==> config.mk <==
export PLATFORM = sky130hd
export DESIGN_NAME = iq_frame_sched_flat
export DESIGN_NICKNAME = d
export VERILOG_FILES = /design/src/rtl/iq_frame_sched_if.sv /design/src/rtl/iq_frame_sched.sv /design/src/flat_wrapper.sv
export SDC_FILE = /design/constraint.sdc
export NUM_CORES = 1
export LEC_CHECK = 0
export ABC_AREA = 1
export BUFFER_PORTS_ARGS = -buffer_cell sky130_fd_sc_hd__buf_2
export CAP_MARGIN = 15
export CORE_AREA = 10 10 98 100
export DETAILED_ROUTE_END_ITERATION = 12
export DIE_AREA = 0 0 108 110
export PLACE_DENSITY = 0.77
export SLEW_MARGIN = 0
export SYNTH_ARGS = -nofsm -noshare
export SYNTH_HDL_FRONTEND = slang
export SYNTH_SLANG_ARGS = --single-unit
==> constraint.sdc <==
create_clock -name clk -period 2.03 [get_ports clk]
set_clock_uncertainty 0.05 [all_clocks]
set_input_delay 0.203 -clock clk [delete_from_list [all_inputs] [get_ports clk]]
set_output_delay 0.203 -clock clk [all_outputs]
set_load 0.01 [all_outputs]
==> src/rtl/iq_frame_sched_if.sv <==
// Upstream IQ beat channel: valid/ready handshake carrying two IQ samples per beat
// plus an end-of-frame marker.
interface iq_frame_sched_if #(
  parameter int BW = 16
);
  logic              s_vld;
  logic              s_rdy;
  logic [3:0][BW-1:0] s_data;
  logic              s_last;

  modport master (output s_vld, output s_data, output s_last, input s_rdy);
  modport slave  (input s_vld, input s_data, input s_last, output s_rdy);
endinterface

==> src/rtl/iq_frame_sched.sv <==
// Frame admission controller for the IQ network front end: exact-length frames,
// in-flight frame cap driven by result pulses, and a forced idle gap between frames.
module iq_frame_sched #(
  parameter int BW            = 16,
  parameter int L2_IMG        = 10,
  parameter int MAX_INFLIGHT  = 2,
  parameter int GAP_CYC       = 16,
  parameter int OUT_PER_FRAME = 1
) (
  input  logic                               clk,
  input  logic                               rst_n,
  iq_frame_sched_if.slave                    up,
  output logic                               net_vld,
  output logic [3:0][BW-1:0]                 net_data,
  input  logic                               net_out_vld,
  output logic                               frame_start,
  output logic                               frame_done,
  output logic [$clog2(MAX_INFLIGHT+1)-1:0]  inflight,
  output logic                               err_len,
  output logic                               err_spur
);
  localparam int FRAME_BEATS = 2 ** (L2_IMG - 1);
  localparam int BCW = (L2_IMG > 1) ? L2_IMG - 1 : 1;
  localparam int GCW = (GAP_CYC > 1) ? $clog2(GAP_CYC) : 1;
  localparam int OCW = (OUT_PER_FRAME > 1) ? $clog2(OUT_PER_FRAME) : 1;
  localparam int IW  = $clog2(MAX_INFLIGHT + 1);

  typedef enum logic [1:0] {IDLE, STREAM, GAP} state_t;

  state_t             state_q;
  logic [BCW-1:0]     beat_cnt_q;
  logic [GCW-1:0]     gap_cnt_q;
  logic [OCW-1:0]     out_cnt_q;
  logic [IW-1:0]      inflight_q, inflight_d;
  logic               net_vld_q, frame_start_q, frame_done_q, err_len_q, err_spur_q;
  logic [3:0][BW-1:0] net_data_q;
  logic               s_rdy, accept, admit, final_beat, out_wrap, spur, gap_end;

  always_comb begin
    s_rdy = 1'b0;
    case (state_q)
      IDLE:    s_rdy = (inflight_q < IW'(MAX_INFLIGHT));
      STREAM:  s_rdy = 1'b1;
      default: s_rdy = 1'b0;
    endcase
  end

  assign up.s_rdy   = s_rdy;
  assign accept     = up.s_vld & s_rdy;
  assign admit      = accept & (state_q == IDLE);
  assign final_beat = (FRAME_BEATS == 1) ||
                      ((state_q == STREAM) && (beat_cnt_q == BCW'(FRAME_BEATS - 1)));
  assign gap_end    = (gap_cnt_q == GCW'(GAP_CYC - 1));
  // A result pulse with nothing in flight is an error and must not disturb the counters.
  assign spur       = net_out_vld & (inflight_q == '0);
  assign out_wrap   = net_out_vld & ~spur & (out_cnt_q == OCW'(OUT_PER_FRAME - 1));

  always_comb begin
    inflight_d = inflight_q;
    if (admit && !out_wrap)
      inflight_d = inflight_q + 1'b1;
    else if (!admit && out_wrap)
      inflight_d = inflight_q - 1'b1;
  end

  always_ff @(posedge clk or negedge rst_n) begin
    if (!rst_n) begin
      state_q       <= IDLE;
      beat_cnt_q    <= '0;
      gap_cnt_q     <= '0;
      out_cnt_q     <= '0;
      inflight_q    <= '0;
      net_vld_q     <= 1'b0;
      net_data_q    <= '0;
      frame_start_q <= 1'b0;
      frame_done_q  <= 1'b0;
      err_len_q     <= 1'b0;
      err_spur_q    <= 1'b0;
    end else begin
      net_vld_q     <= accept;
      frame_start_q <= admit;
      frame_done_q  <= out_wrap;
      inflight_q    <= inflight_d;
      if (accept)
        net_data_q <= up.s_data;
      // Frame length is authoritative; s_last is only cross-checked against it.
      if (accept && (up.s_last != final_beat))
        err_len_q <= 1'b1;
      if (spur)
        err_spur_q <= 1'b1;
      if (net_out_vld && !spur)
        out_cnt_q <= out_wrap ? '0 : out_cnt_q + 1'b1;

      case (state_q)
        IDLE: begin
          if (accept) begin
            if (FRAME_BEATS == 1) begin
              state_q <= (GAP_CYC > 0) ? GAP : IDLE;
            end else begin
              state_q    <= STREAM;
              beat_cnt_q <= BCW'(1);
            end
          end
        end
        STREAM: begin
          if (accept) begin
            if (final_beat) begin
              beat_cnt_q <= '0;
              state_q    <= (GAP_CYC > 0) ? GAP : IDLE;
            end else begin
              beat_cnt_q <= beat_cnt_q + 1'b1;
            end
          end
        end
        GAP: begin
          if (gap_end) begin
            gap_cnt_q <= '0;
            state_q   <= IDLE;
          end else begin
            gap_cnt_q <= gap_cnt_q + 1'b1;
          end
        end
        default: state_q <= IDLE;
      endcase
    end
  end

  assign net_vld     = net_vld_q;
  assign net_data    = net_data_q;
  assign frame_start = frame_start_q;
  assign frame_done  = frame_done_q;
  assign inflight    = inflight_q;
  assign err_len     = err_len_q;
  assign err_spur    = err_spur_q;
endmodule

==> src/flat_wrapper.sv <==
// flat-port wrapper written by rule: the top's interface ports become plain ports
module iq_frame_sched_flat 
#(
  parameter int BW            = 16,
  parameter int L2_IMG        = 10,
  parameter int MAX_INFLIGHT  = 2,
  parameter int GAP_CYC       = 16,
  parameter int OUT_PER_FRAME = 1
)
  (clk, rst_n, net_vld, net_data, net_out_vld, frame_start, frame_done, inflight, err_len, err_spur, up_s_vld, up_s_data, up_s_last, up_s_rdy);
  iq_frame_sched_if #(.BW(BW)) up_i ();
  input  logic clk;
  input  logic rst_n;
  output logic net_vld;
  output logic [3:0][BW-1:0] net_data;
  input  logic net_out_vld;
  output logic frame_start;
  output logic frame_done;
  output logic [$clog2(MAX_INFLIGHT+1)-1:0] inflight;
  output logic err_len;
  output logic err_spur;
  input wire logic [$bits(up_i.s_vld)-1:0] up_s_vld;
  input wire logic [$bits(up_i.s_data)-1:0] up_s_data;
  input wire logic [$bits(up_i.s_last)-1:0] up_s_last;
  output wire logic [$bits(up_i.s_rdy)-1:0] up_s_rdy;
  assign up_i.s_vld = up_s_vld;
  assign up_i.s_data = up_s_data;
  assign up_i.s_last = up_s_last;
  assign up_s_rdy = up_i.s_rdy;
  iq_frame_sched #(.BW(BW), .L2_IMG(L2_IMG), .MAX_INFLIGHT(MAX_INFLIGHT), .GAP_CYC(GAP_CYC), .OUT_PER_FRAME(OUT_PER_FRAME)) u_core (.clk(clk), .rst_n(rst_n), .up(up_i), .net_vld(net_vld), .net_data(net_data), .net_out_vld(net_out_vld), .frame_start(frame_start), .frame_done(frame_done), .inflight(inflight), .err_len(err_len), .err_spur(err_spur));
endmodule
==> results of run 1 <==
-- worst reg2reg max path, stage by stage, from the launching register on --
cell,delay [ns]
dfrtp_1,0.37
inv_1,0.11
nand2_2,0.11
nand2_4,0.11
nand2_4,0.07
inv_4,0.05
buf_4,0.53
nand3_1,0.14
nand2_1,0.11
nor2_1,0.04
-- cells by family (layout without fill, tap and decap cells) --
group / Yosys count / after routing
DFF: 87 / 87
buffers and inverters: 34 / 217
AOI/OAI and AO/OA: 16 / 16
and+or+nand+nor: 255 / 255
xor gates and xnor gates: 3 / 3
adders and majority gates: 4 / 4
-- where the power goes --
part           internal [mW]  leakage [nW]  switching [mW]
logic                  0.351          1.61           0.430
clock network          0.571         0.103           0.590
registers               1.93          1.07           0.149
total                   2.85          2.78            1.17
-- how the worst min path moves through the flow --
| stage | endpoint | from | slack, ns |
|---|---|---|---|
| 2_1_floorplan | u_core.beat_cnt_q[0] | rst_n | -0.14 |
| 3_3_place_gp | u_core.net_data[62] | rst_n | 0.13 |
| 3_5_place_dp | u_core.net_data[54] | rst_n | 0.13 |
| 4_1_cts | u_core.net_data[14] | up_s_data[14] | 0.00003 |
| 5_1_grt | u_core.net_data[51] | up_s_data[51] | 0.003 |
| 6_report | u_core.net_data[28] | up_s_data[28] | 0.01 |
-- per-layer routing --
layer | wire length, um | vias to the layer above | track usage [%]
li1 | - | 1570 | -
met1 | 3640 | 1425 | 18.1
met2 | 4600 | 105 | 26.4
met3 | 769 | 9 | 5.22
met4 | 126 | 0 | 5.25
met5 | 0 | - | 0
-- sequential cells by signal, summed over array words and instances, names as in the netlist --
signal,count
u_core.frame_done,1
u_core.beat_cnt_q,9
u_core.err_len,1
u_core.state_q,2
u_core.net_vld,1
u_core.out_cnt_q,1
u_core.gap_cnt_q,4
u_core.frame_start,1
u_core.err_spur,1
u_core.inflight,2
u_core.net_data,64
-- cell usage in the layout, fill, tap and decap left out, types with 3 or more instances in the layout --
master	instances
a21oi_1	5
nand2_1	219
buf_2	139
ha_1	4
dlygate4sd3_1	39
o21ai_0	4
nand3_1	11
inv_1	18
clkinv_2	3
clkbuf_8	9
dfrtp_1	87
nor2_1	18
-- cell type report --
class	count	area [um^2]	share of cell area, %
Sequential cell	87	2180	44.5
Multi-Input combinational cell	278	1170	24.0
Inverter	19	73.8	1.51
Clock buffer	9	124	2.53
Timing Repair Buffer	182	1140	23.3
Tap cell	102	128	2.61
Clock inverter	7	71.3	1.46
-- through the flow --
stage	hold slack [ns]	area [um^2]	util [%]	total power, mW
2_1_floorplan	-0.143	3560	-	2.50
3_3_place_gp	0.126	4300	56.3	2.81
3_5_place_dp	0.134	4300	56.3	2.84
4_1_cts	0.0000317	4880	63.8	4.07
5_1_grt	0.00306	4890	63.9	4.28
6_report	0.0150	4890	63.9	4.02
-- timing repair --
item,in CTS,in global routing
endpoints found under the hold margin,71,1
hold buffers,38,1
buffers inserted,0,0
==> flow_metrics.py, run 1 <==
metrics = {
    "placed_design": {
        "placedCellCount": 629,
        "gp_routability_congestion": 0.766,
        "dpl.hpwl_um": 6260,
        "pre_cts_ws_ns": 0.256,
        "io_buffers": 140,
    },
    "drt": {
        "routed_wl_um": 9140,
        "first_pass_iters": 4,
        "drt-vias-per-instance": 4.55,
        "drc_errors": 0,
        "vias": 3109,
        "drt_iter0_drc": 127,
        "post_drt_wl_per_cell_um": 13.4,
        "route.antenna.remaining_nets": 0,
    },
    "worst_setup_path": {
        "reg2reg_slack_ns": 0.23,
        "path_max_fanout": 69,
        "slowest_stage": "buf_4",
        "critPathMostFrequentCell": "nand2_4",
        "cp.required_ns": 2.19,
        "cp-start-kind": "flip-flop",
        "reg2regPathDepth": 9,
        "crit_buf_inv": 3,
        "r2r-end": "u_core.beat_cnt_q[4]",
        "crit_arrival_ns": 1.97,
        "endpoint": "u_core.beat_cnt_q[4]",
        "path_class": "flip-flop to flip-flop",
        "r2r-start": "u_core.state_q[1]",
        "setup.worst_path.end_class": "flip-flop",
        "crit_chain": "inv_1 > nand2_2 > nand2_4 > nand2_4 > inv_4 > buf_4 > nand3_1 > nand2_1 > nor2_1",
        "cp.depth": 9,
        "crit_family": "buffers and inverters",
        "crit_start": "u_core.state_q[1]",
        "critPathMaxStageDelay_ns": 0.53,
    },
    "logic_synthesis": {
        "synth_edf_count": 0,
        "synth_most_common_cell": "nand2_1",
        "ys_top_cells_by_area": "dfrtp_1, nand2_1, buf_6",
        "muxShareOfSynthArea_pct": 0,
        "synthArstFlopShare_pct": 100,
        "synth_xor_area_share_pct": 0.739,
        "ys_types": 23,
        "synth_top_cell_area_share_pct": 61.2,
        "synth-simple-area-share_pct": 28.1,
        "syn_area_mm2": 0.00356,
        "ys_warn_count": 0,
        "avgSynthCellArea_um2": 8.91,
        "synth_top_family_by_area": "simple AND/OR/NAND/NOR gates",
        "synth_flop_cell": "dfrtp_1",
        "ys_seq_area_share_pct": 61.2,
        "synthAdderAreaFrac_pct": 1.41,
        "syn_inst": 399,
        "synth_seq_cells": 87,
        "syn-num-nets": 472,
        "synthTopCellsByCount": "nand2_1, dfrtp_1, inv_1, nor2_1, nand3_1",
        "synth_compound_area_share_pct": 2.74,
        "yosysTopAreaCell": "dfrtp_1",
    },
    "power_and_ir_drop": {
        "power_density_mw_per_mm2": 822,
        "p_leak_nw": 2.78,
        "ir_drop_mv": 0.437,
    },
    "clocking": {
        "cts_tree": "built",
        "postCtsResizedCells": 0,
        "numClockSinks": 87,
        "cts_buffers": 9,
        "clock_path_buffers": 2,
        "clk_pin_slew_ns": 0.09,
        "worst_skew_pair.late_latency_ns": 0.34,
        "root_buffer": "clkbuf_8",
        "htree_levels": 3,
    },
    "floorplanning": {
        "pin_count": 141,
        "die_w_um": 108,
        "dieArea_mm2": 0.0119,
        "start_util_pct": 46.5,
        "core_area_mm2": 0.00765,
        "die_h_um": 110,
        "rows": 32,
    },
    "hold_path": {
        "whs_path_depth": 3,
        "hp-class": "input pin to flip-flop",
    },
    "global_route": {
        "antenna_found_initial": 0,
        "grt_max_degree": 75,
        "grt_pass1_wl_um": 15000,
        "grtUsageTotal_pct": 15.6,
        "grt_pass1_vias": 3089,
        "grt-ovfl-total": 0,
    },
    "timing": {
        "rsz0062_at_grt": "no",
        "tightest_slew_ns": 0.658,
        "setup-violations-final": 0,
        "fmax_mhz": 555,
        "hold_viol": 0,
        "setup_ws_ns": 0.227,
        "fin_crit_ns": 1.80,
        "drv_slew": 0,
        "final.setup.tns_ns": 0,
        "finalCritPeriodShare_pct": 88.8,
        "relSlewSlack_pct": 56.1,
    },
    "final_layout": {
        "nets": 650,
        "antenna_cells": 0,
        "fillers": 650,
        "final_cells": 684,
        "area_growth_pct": 37.5,
        "drive_above_1_share_pct": 28.5,
    },
    "flow_run": {
        "cap_violations": 0,
    },
    "run_status": {
        "run_status": "finished, final reports clean",
    },
}
(Power assumes the default switching activity.)
==> run 2: changes to the inputs <==
Settings changed: RECOVER_POWER set to 25.
==> flow_metrics.py, run 2 (synthesis gave the netlist of run 1 again) <==
metrics = {
    "run_status": {
        "run_status": "finished, final reports clean",
    },
    "global_route": {
        "grt_max_degree": 75,
        "grt_pass1_vias": 3089,
        "grt-ovfl-total": 0,
        "antenna_found_initial": 0,
        "grt_pass1_wl_um": 15000,
        "grtUsageTotal_pct": 15.6,
    },
    "clocking": {
        "postCtsResizedCells": 0,
        "root_buffer": "clkbuf_8",
        "clk_pin_slew_ns": 0.09,
        "htree_levels": 3,
        "clock_path_buffers": 2,
        "postCtsSetupBuffers": 0,
        "cts_tree": "built",
        "numClockSinks": 87,
        "cts_buffers": 9,
        "worst_skew_pair.late_latency_ns": 0.34,
    },
    "final_layout": {
        "drive_above_1_share_pct": 28.5,
        "final_common_cell": "nand2_1",
        "largest_reg_flops": 64,
        "antenna_cells": 0,
        "finish.utilization_pct": 63.9,
        "layout_common_cells": "nand2_1, buf_2, dfrtp_1, dlygate4sd3_1",
        "nets": 650,
        "area_growth_pct": 37.4,
    },
    "timing": {
        "setup-violations-final": 0,
        "fin_crit_ns": 1.80,
        "hold_viol": 0,
        "tightest_slew_ns": 0.844,
        "fmax_mhz": 555,
        "timing.hold.ws_ns": 0.0150,
        "finalCritPeriodShare_pct": 88.8,
        "drv_slew": 0,
        "relSlewSlack_pct": 43.7,
        "final.setup.tns_ns": 0,
        "rsz0062_at_grt": "no",
    },
    "worst_setup_path": {
        "crit_arrival_ns": 1.97,
        "setup.worst_path.end_class": "flip-flop",
        "cp-start-kind": "flip-flop",
        "path_class": "flip-flop to flip-flop",
        "cp.required_ns": 2.19,
        "reg2reg_slack_ns": 0.23,
        "path_max_fanout": 69,
    },
    "hold_path": {
        "hp-class": "input pin to flip-flop",
    },
    "placed_design": {
        "io_buffers": 140,
        "dpl.hpwl_um": 6260,
        "gp_routability_congestion": 0.766,
    },
    "drt": {
        "drt-vias-per-instance": 4.55,
        "vias": 3109,
        "route.antenna.remaining_nets": 0,
        "post_drt_wl_per_cell_um": 13.4,
        "drt_iter0_drc": 127,
        "routed_wl_um": 9130,
        "drc_errors": 0,
        "first_pass_iters": 4,
    },
    "flow_run": {
        "cap_violations": 0,
    },
    "floorplanning": {
        "dieArea_mm2": 0.0119,
        "core_area_mm2": 0.00765,
        "pin_count": 141,
        "die_h_um": 110,
        "die_w_um": 108,
        "rows": 32,
        "start_util_pct": 46.5,
    },
    "power_and_ir_drop": {
        "ir_drop_mv": 0.437,
        "total_power_mw": 4.02,
        "p_leak_nw": 2.78,
        "power_density_mw_per_mm2": 822,
    },
}
==> run 2: per-layer routing <==
layer  track usage, %  vias to the layer above  part of all wire (%)
met5                0                        -                     0
met4             5.25                        0                   1.4
met3             5.22                        9                   8.4
met2             26.4                      105                    50
met1             18.1                     1424                    40
li1                 -                     1571                     -
==> run 2: area by class of cell <==
type | count | area (um^2)
Clock buffer | 9 | 124
Clock inverter | 7 | 71.3
Sequential cell | 87 | 2180
Timing Repair Buffer | 182 | 1140
Tap cell | 102 | 128
Multi-Input combinational cell | 278 | 1170
Inverter | 19 | 73.8
Fill cell | 651 | 2760
==> run 2: metrics by stage <==
stage,worst slack (ns),cells,instance area (um^2)
global placement,0.298,629,4300
CTS,0.216,683,4880
finish,0.227,684,4890
global route,0.0439,684,4890
detailed placement,0.256,629,4300
floorplan,0.225,399,3560
==> run 2: worst max-delay path, cell delays in order, from the launching register on <==
cell and delay, ns:
dfrtp_1 0.37, inv_1 0.10, nand2_2 0.11, nand2_4 0.11, nand2_4 0.07, inv_4 0.05
buf_4 0.53, nand3_1 0.14, nand2_1 0.11, nor2_1 0.04
==> run 2: power breakdown <==
part           switching (mW)  internal [mW]
combinational           0.430          0.350
clock                   0.589          0.571
sequential              0.149           1.93
==> run 2: repair_timing <==
| item | 4_1_cts | 5_1_grt |
|---|---|---|
| endpoints found under the hold margin | 71 | 1 |
| hold buffers | 38 | 1 |
| setup endpoints to repair | 0 | 0 |
==> run 2: final timing paths <==
| path | start | to | depth (start not counted) |
|---|---|---|---|
| setup / recovery | u_core.state_q[1] | u_core.beat_cnt_q[4] | 9 |
| hold / removal | up_s_data[28] | u_core.net_data[28] | 3 |
| setup reg to reg | u_core.state_q[1] | u_core.beat_cnt_q[4] | 9 |
| hold reg to reg | u_core.err_spur | u_core.err_spur | 1 |
| max in group asynchronous | rst_n | u_core.net_data[27] | 3 |
| min in group asynchronous | rst_n | u_core.net_data[54] | 2 |
